===== config.mk =====
export PLATFORM = sky130hd
export DESIGN_NAME = param_state_sequencer
export DESIGN_NICKNAME = d
export VERILOG_FILES = /design/src/rtl/param_state_sequencer.sv
export SDC_FILE = /design/constraint.sdc
export NUM_CORES = 1
export LEC_CHECK = 0
export BUFFER_PORTS_ARGS = -buffer_cell sky130_fd_sc_hd__buf_2
export CORE_AREA = 5 5 42 44
export DETAILED_ROUTE_END_ITERATION = 7
export DIE_AREA = 0 0 47 49
export GPL_TIMING_DRIVEN = 0
export PLACE_DENSITY = 0.68
export SLEW_MARGIN = 15
export SYNTH_ARGS = -nofsm -noshare
export SYNTH_HDL_FRONTEND = slang
export SYNTH_SLANG_ARGS = --single-unit

===== constraint.sdc =====
create_clock -name iClk -period 5.2 [get_ports iClk]
set_clock_uncertainty 0.15 [all_clocks]
set_input_delay 0.78 -clock iClk [delete_from_list [all_inputs] [get_ports iClk]]
set_output_delay 0.78 -clock iClk [all_outputs]
set_load 0.05 [all_outputs]

===== src/rtl/param_state_sequencer.sv =====
// param_state_sequencer: N-state cyclic sequencer with dwell, pause/step, wrap or ping-pong.
// Define SEQ_ONEHOT_EN to add the registered one-hot state output oOneHot.
module param_state_sequencer #(
   parameter int STATE_W    = 2,
   parameter int NUM_STATES = 4,
   parameter int DWELL      = 1,
   parameter int DWELL_W    = 4
) (
   input  logic               iClk,
   input  logic               iRestart,
   input  logic               iPause,
   input  logic               iDir,
   input  logic               iMode,
   input  logic               iStep,
   output logic [STATE_W-1:0] oValorEstado,
   output logic               oWrap,
   output logic               oRunning
`ifdef SEQ_ONEHOT_EN
   ,
   output logic [NUM_STATES-1:0] oOneHot
`endif
);
   typedef enum logic [1:0] {sIdle, sRun, sPaused} ctrlT;
   localparam logic [STATE_W-1:0] LAST  = STATE_W'(NUM_STATES - 1);
   localparam logic [STATE_W-1:0] ONE   = STATE_W'(1);
   localparam logic [DWELL_W-1:0] DLAST = DWELL_W'(DWELL - 1);
   localparam logic [DWELL_W-1:0] DONE  = DWELL_W'(1);
   ctrlT ctrlQ, ctrlD;
   logic [DWELL_W-1:0] cntQ, cntD;
   logic [STATE_W-1:0] valD, valAdv;
   logic dirQ, dirD, ppQ, dirEff, dirStep, inRange, endHit, advance, wrapD;
   always_comb begin
      ctrlD   = iPause ? sPaused : sRun;
      inRange = oValorEstado <= LAST;
      dirEff  = (iMode && ppQ) ? dirQ : iDir;
      // ping-pong endpoints force the only legal direction out of them
      dirStep = !iMode ? dirEff : (oValorEstado == LAST) ? 1'b1 : (oValorEstado == '0) ? 1'b0 : dirEff;
      valAdv  = !inRange ? '0 :
                !iMode ? (dirStep ? ((oValorEstado == '0) ? LAST : oValorEstado - ONE)
                                  : ((oValorEstado == LAST) ? '0 : oValorEstado + ONE)) :
                (dirStep ? oValorEstado - ONE : oValorEstado + ONE);
      endHit  = inRange && (iMode ? (dirStep ? valAdv == '0 : valAdv == LAST)
                                  : (dirStep ? oValorEstado == '0 : oValorEstado == LAST));
      advance = iPause ? iStep : (cntQ == DLAST);
      cntD    = advance ? '0 : iPause ? cntQ : cntQ + DONE;
      valD    = advance ? valAdv : oValorEstado;
      wrapD   = advance && endHit;
      dirD    = (iMode && advance && inRange) ? dirStep ^ endHit : dirEff;
   end
   // ppQ resets high so ping-pong starts upward regardless of iDir
   always_ff @(posedge iClk) begin
      if (iRestart) begin
         ctrlQ        <= sIdle;
         oValorEstado <= '0;
         cntQ         <= '0;
         dirQ         <= 1'b0;
         ppQ          <= 1'b1;
         oWrap        <= 1'b0;
`ifdef SEQ_ONEHOT_EN
         oOneHot      <= NUM_STATES'(1);
`endif
      end else begin
         ctrlQ        <= ctrlD;
         oValorEstado <= valD;
         cntQ         <= cntD;
         dirQ         <= dirD;
         ppQ          <= iMode;
         oWrap        <= wrapD;
`ifdef SEQ_ONEHOT_EN
         oOneHot      <= NUM_STATES'(1) << valD;
`endif
      end
   end
   assign oRunning = (ctrlQ == sRun);
endmodule


; ---- Yosys cells after proc, flatten, opt, wreduce, memory -nomap -nowiden
; Cells that the tools add are included.
; W data, S select, Z words.
[word_totals]
ff_bits = 11
latch_bits = 0
ramBits = 0
mem_bits_ro = 0
memories = 0
[classes]
add_sub_neg = 3
multipliers = 0
n_div = 0
magnitude_cmp = 1
n_eq_ne = 3
n_shift = 0
n_mux = 16
bitwise_logic = 1
n_reduce_logical = 9
[op_table]
columns = operator, n
row1 = $mux W2, 7
row2 = $mux W1, 9
row3 = $logic_and A1 B1 Y1, 5
row4 = $add A4 B1 Y4 const B, 1
row5 = $eq A2 B2 Y1 const B, 2
row6 = $logic_not A2 Y1, 2
row7 = $logic_not A4 Y1, 1
row8 = $add A2 B1 Y2 const B, 1
row9 = $eq A2 B1 Y1 const B, 1
row10 = $le A2 B2 Y1 const B, 1
row11 = $reduce_or A2 Y1, 1
row12 = $sub A2 B1 Y2 const B, 1
row13 = $xor A1 B1 Y1, 1

; ---- Longest topological paths before layout
; Gate-level depths: netlist of the first run.
[logic_depth]
word_depth = 14
mapped_depth = 6

; ---- Least setup slack after synthesis of the first run
; No wires, ideal clock.
[synth_timing]
path_type = register to register
from = register oValorEstado[0]
to = register oWrap
setup_time_ns = 0.103
t_arrival_ns = 1.881
required_time_ns = 4.947
setup_slack_ns = 3.066
stages_incl_launch_ff = 7
path_cell_list = dfxtp_1 -> inv_1 -> ha_1 -> and4b_1 -> a311oi_2 -> xnor2_1 -> a2111oi_2
[synth_between]
elab_chain_cells = 12
[synth_rtl]
columns = item, line
row1 = from (decl), 15  ; output logic [STATE_W-1:0] oValorEstado,
row2 = from (signal assigned), 64  ; oValorEstado <= valD;
row3 = $logic_not A2 Y1, "37, 39, 43"
row4 = $mux W1 (3 in series), 37  ; dirStep = !iMode ? dirEff : (oValorEstado == LAST) ? 1'b1 : (oValorEstado == '0) ? 1'b0 : dirEff;
row5 = "$mux W2, on equally long branches", "39, 41"
row6 = $mux W2, 39  ; !iMode ? (dirStep ? ((oValorEstado == '0) ? LAST : oValorEstado - ONE)
row7 = $mux W2, 38  ; valAdv = !inRange ? '0 :
row8 = $eq A2 B2 Y1 or $logic_not A2 Y1 (tied branches), 42  ; endHit = inRange && (iMode ? (dirStep ? valAdv == '0 : valAdv == LAST)
row9 = $mux W1 (2 in series), 42
row10 = $logic_and A1 B1 Y1 (*), 42
row11 = $logic_and A1 B1 Y1 (*), 47  ; wrapD = advance && endHit;
row12 = to (signal assigned), 68  ; oWrap <= wrapD;
row13 = to (decl), 16  ; output logic oWrap,
; Every way passes the cells marked *; elsewhere a longest branch is shown, timed or not.
; A chain may end at the register's enable or synchronous reset.

; ---- Worst setup path in the final report of the first run
[layout_timing]
from = register oValorEstado[0]
to = output oValorEstado[0]
; No word-level cell between the ends.

==> impl_metrics.ini, run 1 <==
[power_and_ir_drop]
power_leakage_nw = 0.310
power.density_nw_per_um2 = 298
peakVddDrop_mv = 0.150

[sta]
worstMarginPinSlew_ns = 0.540
finalSetupTns_ns = 0
period_share = 0.378
fmax_mhz = 509
rsz0062_at_grt = false
finalSetupViolations = 0
finalCriticalPeriod_ns = 1.96
hold_viol_final = 0
whs_ns = 0.419
final_max_slew_viol_count = 0
slew_headroom = 0.639

[placement]
placed_cell_area_sq_um = 688
io_buffer_count = 8
place_congestion = 0.700

[layout]
num-fill-cells = 144
fin_util = 0.510
antenna_cells = 0
design_area_sq_um = 714
nets = 88
drive_gt1_frac = 0.247
area_delta_synth_final_pct = 13.7

[setup_path]
crit_arrival_ns = 1.03
crit_chain = buf_2
slowest_stage = dfxtp_1
worstPathRequired_ns = 4.27
critPathKind = register to output pin
cpLargestDelayFamily = flip-flops
cp_max_fo = 7
worstSetupEndpointType = output pin
cpPeakStageDelay_ns = 0.45
path_buf_inv = 1
start_kind = register

[detailed_routing]
highest_layer = met4
vias = 504
antenna_left = 0
drt_iter0_drc = 5
drt-total-wl_um = 1110
viasPerCell = 5.42
drcViolationCount = 0
wl_met2_um = 527
dr_wl_met3_um = 73
drt_pre_antenna_iters = 4
routedWlPerCell_um = 11.9
drt-met1-wl_um = 489

[clock_tree]
path_clk_slew_ns = 0.06
cts-root-buf = clkbuf_4
hold_buffers = 0
post-cts-setup-buffers = 0
cts_num_sinks = 11
htree_levels = 1
cts_tree = built
cts_resized = 0
insertion_delay_ns = 0.27
cts_buffers = 3
clock_path_buffers = 2

[grt]
grtUsageTotal = 0.114
grt_antenna_before_repair = 0
first_global_vias = 440
grt_max_degree = 11
grt_pass1_wl_um = 1890
overflow = 0

[synthesis]
synth_cell_types = 30
ys_seq_area_frac = 0.351
synth_warnings = 0
ys_ff_latch = 11
synth_nets = 75
synth_area_sq_um = 628
synth.avg_cell_area_sq_um = 9.66
synthCells = 65

[die]
start_util = 0.448
core_sq_um = 1400
dieArea_sq_um = 2300
die_h_um = 49
io_pins = 10
num_rows = 14
die_w_um = 47

[job]
cap_violations = 0

[outcome]
status = complete, no violations

[hold_path]
hold_class = register to register
==> flip-flops by register name, indices dropped and copies added (netlist names) <==
register      cells
cntQ              4
ctrlQ             2
dirQ              1
oValorEstado      2
oWrap             1
ppQ               1
==> cells in the mapped netlist <==
| cell type | instances | area (sq um) |
|---|---|---|
| dfxtp_1 | 11 | 220 |
| inv_1 | 7 | 26.3 |
| ha_1 | 4 | 50.1 |
| nor3_1 | 4 | 20.0 |
| a21oi_1 | 3 | 15.0 |
| mux2i_1 | 3 | 30.0 |
| nand2_1 | 3 | 11.3 |
| nor2_1 | 3 | 11.3 |
| nor2b_1 | 3 | 18.8 |
| buf_2 | 2 | 10.0 |
| xnor2_1 | 2 | 17.5 |
| xor2_1 | 2 | 17.5 |
| a2111oi_2 | 1 | 15.0 |
| a221oi_1 | 1 | 8.76 |
| a311o_1 | 1 | 10.0 |
| a311oi_1 | 1 | 8.76 |
| a311oi_2 | 1 | 15.0 |
| and4_1 | 1 | 8.76 |
| and4b_1 | 1 | 10.0 |
| clkbuf_1 | 1 | 3.75 |
| nand3b_1 | 1 | 7.51 |
| nand4b_1 | 1 | 8.76 |
| nor4_1 | 1 | 6.26 |
| o21a_1 | 1 | 7.51 |
| o21ai_0 | 1 | 5.00 |
| o221a_2 | 1 | 11.3 |
| o41a_1 | 1 | 11.3 |
| o41ai_4 | 1 | 27.5 |
| or2_2 | 1 | 6.26 |
| or3b_2 | 1 | 8.76 |
==> layout make-up <==
cell class                 count  area, sq um  share of cell area
multi-input combinational     44          368               0.515
clock buffer                   4         26.3              0.0368
timing repair buffer           8         40.0              0.0560
inverter                       7         26.3              0.0368
buffer                         3         13.8              0.0193
sequential                    11          220               0.308
tap                           16         20.0              0.0280
==> tightest hold or removal path, delay by kind of cell (launching register included) <==
kind | cells | cell delay (ns)
AND/OR/NAND/NOR | 1 | 0.05
flip-flops | 1 | 0.34
multiplexers | 1 | 0.13
==> worst paths after layout <==
| path | start | to | slack (ns) | depth (start not counted) |
|---|---|---|---|---|
| worst max register to register | oValorEstado[0]$_SDFFE_PP0P_ | oWrap$_SDFF_PP0_ | 3.24 | 6 |
| worst max-delay path | oValorEstado[0]$_SDFFE_PP0P_ | oValorEstado[0] | 3.24 | 1 |
| worst min register to register | cntQ[1]$_SDFFE_PP0N_ | cntQ[1]$_SDFFE_PP0N_ | 0.42 | 2 |
| worst min-delay path | cntQ[1]$_SDFFE_PP0N_ | cntQ[1]$_SDFFE_PP0N_ | 0.42 | 2 |
==> per-layer routing <==
| layer | vias up | track usage |
|---|---|---|
| met3 | 5 | 0.0554 |
| met2 | 12 | 0.156 |
| li1 | 259 | - |
| met1 | 228 | 0.151 |
| met4 | 0 | 0.0415 |
| met5 | - | 0 |
==> kinds of logic after synthesis <==
logic type               after synthesis  share of synthesized area
XOR/XNOR                               4                     0.0558
buffers and inverters                 10                     0.0637
multiplexers                           3                     0.0478
flip-flops                            11                      0.351
adder cells (fa/ha/maj)                4                     0.0797
AND/OR/NAND/NOR                       20                      0.187
AO/OA/AOI/OAI                         13                      0.215
==> through the flow <==
stage / setup slack [ns] / cells / total power, W
floorplan: 3.07 / 65 / 0.000144
global placement: 2.99 / 89 / 0.000156
detailed placement: 2.98 / 89 / 0.000157
CTS: 3.23 / 93 / 0.000217
global route: 3.06 / 93 / 0.000227
finish: 3.24 / 93 / 0.000213
==> cell usage in the layout, fill, tap and decap left out, drive strengths merged, types with 2 or more instances in the layout <==
master | synthesis | layout
dfxtp | 11 | 11
nor3 | 4 | 4
clkbuf | 1 | 5
nand2 | 3 | 3
nor2b | 3 | 3
nor2 | 3 | 3
a21oi | 3 | 3
xnor2 | 2 | 2
inv | 7 | 7
a311oi | 2 | 2
ha | 4 | 4
xor2 | 2 | 2
mux2i | 3 | 3
buf | 2 | 10
==> where the power goes <==
group | internal [W] | switching (W) | leakage, nW
registers | 0.0000900 | 0.00000492 | 0.0905
logic | 0.0000232 | 0.0000370 | 0.204
clock network | 0.0000298 | 0.0000283 | 0.0150
Note: power is estimated with default switching activity, not from simulation.
==> inputs of run 2 (changes only) <==
--- a/config.mk
+++ b/config.mk
@@ -6,11 +6,11 @@
 export NUM_CORES = 1
 export LEC_CHECK = 0
 export BUFFER_PORTS_ARGS = -buffer_cell sky130_fd_sc_hd__buf_2
-export CORE_AREA = 5 5 42 44
+export CORE_MARGIN = 5
+export CORE_UTILIZATION = 47
 export DETAILED_ROUTE_END_ITERATION = 7
-export DIE_AREA = 0 0 47 49
 export GPL_TIMING_DRIVEN = 0
-export PLACE_DENSITY = 0.68
+export PLACE_DENSITY = 0.71
 export SLEW_MARGIN = 15
 export SYNTH_ARGS = -nofsm -noshare
 export SYNTH_HDL_FRONTEND = slang
==> constraint.sdc (replaced) <==
create_clock -name iClk -period 1.8 [get_ports iClk]
set_clock_uncertainty 0.15 [all_clocks]
set_input_delay 0.27 -clock iClk [delete_from_list [all_inputs] [get_ports iClk]]
set_output_delay 0.27 -clock iClk [all_outputs]
set_load 0.05 [all_outputs]
==> run 2 against run 1 <==
Wire length increased by 16%; highest routed layer unchanged; setup slack lost 3.2 ns; count of clock-buffer cells in the layout unchanged; via count up 6.3%.
==> impl_metrics.ini, run 2 (same netlist as run 1, synthesis figures left out) <==
[outcome]
status = complete, no violations

[layout]
largest_register = cntQ
largest_reg_flops = 4
nets = 94
area_delta_synth_final_pct = 27.5
design_area_sq_um = 801
final_cell_mix = buf_2, dfxtp_1, buf_4, inv_1, nor3_1
final-seq-area_sq_um = 228
antenna_cells = 0
multiInputGateArea_sq_um = 398
top_regs = cntQ: 4 flops, ctrlQ: 2 flops, oValorEstado: 2 flops
layout_commonest_cell = buf_2
drive_gt1_frac = 0.373
num-fill-cells = 111

[clock_tree]
insertion_delay_ns = 0.27
cts_buffers = 3
htree_levels = 1
cts_num_sinks = 11
clock_path_buffers = 2
cts-root-buf = clkbuf_4
cts_tree = built
path_clk_slew_ns = 0.07

[die]
num_rows = 13
start_util = 0.489
core_sq_um = 1280
die_h_um = 46.6
io_pins = 10
dieArea_sq_um = 2170
die_w_um = 46.6

[sta]
period_share = 0.984
rsz0062_at_grt = true
hold_viol_final = 0
finalSetupViolations = 0
worstMarginPinSlew_ns = 0.455
finalWorstSetupSlack_ns = 0.0286
finalSetupTns_ns = 0
fmax_mhz = 565
final_max_slew_viol_count = 0
slew_headroom = 0.696
finalCriticalPeriod_ns = 1.77
whs_ns = 0.161

[grt]
overflow = 0
first_global_vias = 523
grt_max_degree = 11
grt_antenna_before_repair = 0
grtUsageTotal = 0.140
grt_pass1_wl_um = 2090

[setup_path]
critPathKind = register to register
worstPathRequired_ns = 1.81
start_kind = register
worstSetupEndpointType = register
cp_max_fo = 4
crit_arrival_ns = 1.78

[detailed_routing]
drt_pre_antenna_iters = 3
drcViolationCount = 0
viasPerCell = 5.47
antenna_left = 0
drt_iter0_drc = 4
routedWlPerCell_um = 13.1
drt-total-wl_um = 1290
vias = 536

[power_and_ir_drop]
power.density_nw_per_um2 = 838
peakVddDrop_mv = 0.467
power_leakage_nw = 0.345
finalPower_w = 0.000671

[job]
cap_violations = 0

[hold_path]
hold_class = primary input to register

[placement]
dp_hpwl_um = 857
dp_worst_setup_slack_ns = -0.0789
io_buffer_count = 8
place_congestion = 0.757
placed_cell_area_sq_um = 694
## run 2: layer usage
layer,track usage,wire length [um],part of all wire
met1,0.149,547,0.42
met2,0.228,640,0.50
met3,0.0625,75,0.058
met4,0.0739,25,0.019
met5,0,0,0
## run 2: where the power goes
part	total (W)	switching (W)	internal, W	leakage, nW
logic	0.000225	0.000125	0.0000995	0.238
registers	0.000278	0.0000153	0.000262	0.0917
clock network	0.000169	0.0000828	0.0000860	0.0150
total	0.000671	0.000223	0.000448	0.345
## run 2: final timing paths
path                             endpoint  cells past startpoint                    startpoint  slack [ns]
max reg2reg  oValorEstado[1]$_SDFFE_PP0P_                      7  oValorEstado[0]$_SDFFE_PP0P_        0.03
min reg2reg  oValorEstado[1]$_SDFFE_PP0P_                      1  oValorEstado[1]$_SDFFE_PP0P_        0.40
min                   ctrlQ[0]$_SDFF_PP0_                      2                        iPause        0.16
max          oValorEstado[1]$_SDFFE_PP0P_                      7  oValorEstado[0]$_SDFFE_PP0P_        0.03
## run 2: final cells by class
type,instances,area share
buffer,3,0.0172
clock buffer,4,0.0328
inverter,7,0.0391
multi-input combinational,44,0.497
sequential,11,0.284
tap,15,0.0234
timing repair buffer,14,0.106
## run 2: critical path, cell delays in order, from the launching register on
cell and delay, ns:
dfxtp_4 0.36, inv_4 0.05, ha_4 0.13, and4b_1 0.21
buf_4 0.15, a221oi_4 0.21, nor4_1 0.08, a311o_1 0.31
## run 2: per-stage QoR
stage	utilization	std cells
after floorplan	-	65
after global placement	0.540	88
after detailed placement	0.540	88
after CTS	0.587	94
after global routing	0.623	98
final	0.623	98
## run 2: repair_timing
item	4_1_cts	5_1_grt
endpoints found under the hold margin	0	0
pin swaps	4	5
buffers inserted	2	4
resized for setup	4	5
endpoints found under the setup margin	2	4
hold buffers	0	0
==> inputs of run 3 (changes only) <==
--- a/config.mk
+++ b/config.mk
@@ -9,7 +9,6 @@
 export CORE_MARGIN = 5
 export CORE_UTILIZATION = 47
 export DETAILED_ROUTE_END_ITERATION = 7
-export GPL_TIMING_DRIVEN = 0
 export PLACE_DENSITY = 0.71
 export SLEW_MARGIN = 15
 export SYNTH_ARGS = -nofsm -noshare
==> run 3 against run 2 <==
Wire length down 5.2%; sequential share of layout area increased by 0.50 points; non-clock buffer count is 1 lower; worst hold slack got worse by 0.0048 ns; largest cell class unchanged; critical path type unchanged; sequential cell count is the same; global-route usage down 0.48 points.
==> impl_metrics.ini, run 3 (same netlist as run 1, synthesis figures left out) <==
[power_and_ir_drop]
finalPower_w = 0.000665
peakVddDrop_mv = 0.413
power.density_nw_per_um2 = 845
power_leakage_nw = 0.339

[grt]
overflow = 0
grt_max_degree = 13
grt_antenna_before_repair = 0
grt_pass1_wl_um = 2070
first_global_vias = 498
grtUsageTotal = 0.135

[setup_path]
cpLargestDelayFamily = compound AO/OA/AOI/OAI gates
worstPathRequired_ns = 1.82
cp_max_fo = 2
worstSetupEndpointType = register
path_buf_inv = 1
crit_chain = inv_2 -> ha_4 -> and4b_2 -> a311oi_2 -> xnor2_1 -> a2111oi_2
critPathKind = register to register
start_kind = register
cpPeakStageDelay_ns = 0.34
slowest_stage = dfxtp_4
crit_arrival_ns = 1.72

[die]
die_w_um = 46.6
core_sq_um = 1280
num_rows = 13
die_h_um = 46.6
io_pins = 10
dieArea_sq_um = 2170
start_util = 0.489

[placement]
placed_cell_area_sq_um = 716
place_congestion = 0.728
io_buffer_count = 9
dp_hpwl_um = 912

[sta]
worstMarginPinSlew_ns = 0.300
hold_viol_final = 0
finalCriticalPeriod_ns = 1.70
final_max_slew_viol_count = 0
period_share = 0.947
slew_headroom = 0.800
fmax_mhz = 587
finalSetupViolations = 0

[detailed_routing]
wl_met2_um = 580
drt-total-wl_um = 1220
antenna_left = 0
routedWlPerCell_um = 12.6
highest_layer = met3
vias = 528
drcViolationCount = 0
drt_pre_antenna_iters = 4
drt_iter0_drc = 5
dr_wl_met3_um = 67
viasPerCell = 5.44
drt-met1-wl_um = 573

[layout]
multiInputGateArea_sq_um = 390
fin_util = 0.612
num-fill-cells = 113
top_regs = cntQ: 4 flops, ctrlQ: 2 flops, oValorEstado: 2 flops
antenna_cells = 0
nets = 93
largest_reg_flops = 4
final-seq-area_sq_um = 228
largest_register = cntQ
design_area_sq_um = 787
area_delta_synth_final_pct = 25.3
drive_gt1_frac = 0.402
final_cell_mix = dfxtp_1, buf_2, buf_4, inv_1, nor3_1

[outcome]
status = complete, no violations

[clock_tree]
cts_num_sinks = 11
cts-root-buf = clkbuf_4
clock_path_buffers = 2
cts_tree = built
htree_levels = 1
hold_buffers = 0
path_clk_slew_ns = 0.07
insertion_delay_ns = 0.26
cts_buffers = 3

[hold_path]
hold_class = primary input to register

[job]
cap_violations = 0
-- run 3: changes by cell type in the layout (fill, tap and decap cells not counted), sizes merged --
cell    delta
clkbuf     -1
-- run 3: metrics by stage --
step	hold WS, ns	cells	worst slack, ns	TNS [ns]
after detailed placement	0.364	90	0.00829	0
after CTS	0.148	95	0.0148	0
final	0.156	97	0.0954	0
after floorplan	0.296	65	0.00201	0
after global routing	0.152	97	-0.0256	-0.0256
after global placement	0.352	90	0.0525	0
-- run 3: final cells by class --
type                            instances  share of cell area
Tap cell                               15              0.0238
Sequential cell                        11               0.289
Clock buffer                            4              0.0334
Inverter                                7              0.0334
Timing Repair Buffer                   16               0.124
Multi-Input combinational cell         44               0.496
-- run 3: path summary, 6_finish.rpt --
kind | slack (ns) | to | cells after the start | startpoint
setup / recovery | 0.1 | oWrap$_SDFF_PP0_ | 6 | oValorEstado[0]$_SDFFE_PP0P_
hold / removal | 0.16 | ctrlQ[0]$_SDFF_PP0_ | 2 | iPause
setup reg to reg | 0.1 | oWrap$_SDFF_PP0_ | 6 | oValorEstado[0]$_SDFFE_PP0P_
hold reg to reg | 0.37 | oValorEstado[1]$_SDFFE_PP0P_ | 1 | oValorEstado[1]$_SDFFE_PP0P_
-- run 3: per-layer routing --
metal,GRT usage,vias to the layer above
li1,-,273
met4,0.0511,0
met5,0,-
met3,0.0352,0
met2,0.220,10
met1,0.167,245
-- run 3: power by group --
group          internal, W  switching, W
Clock            0.0000857     0.0000808
Combinational     0.000102      0.000125
Sequential        0.000262    0.00000939
-- run 3: what timing repair did --
item,in CTS,in global routing
endpoints found under the hold margin,0,0
setup buffers,1,2
setup endpoints to repair,1,4
gates resized for setup,1,7
pin swaps,3,3
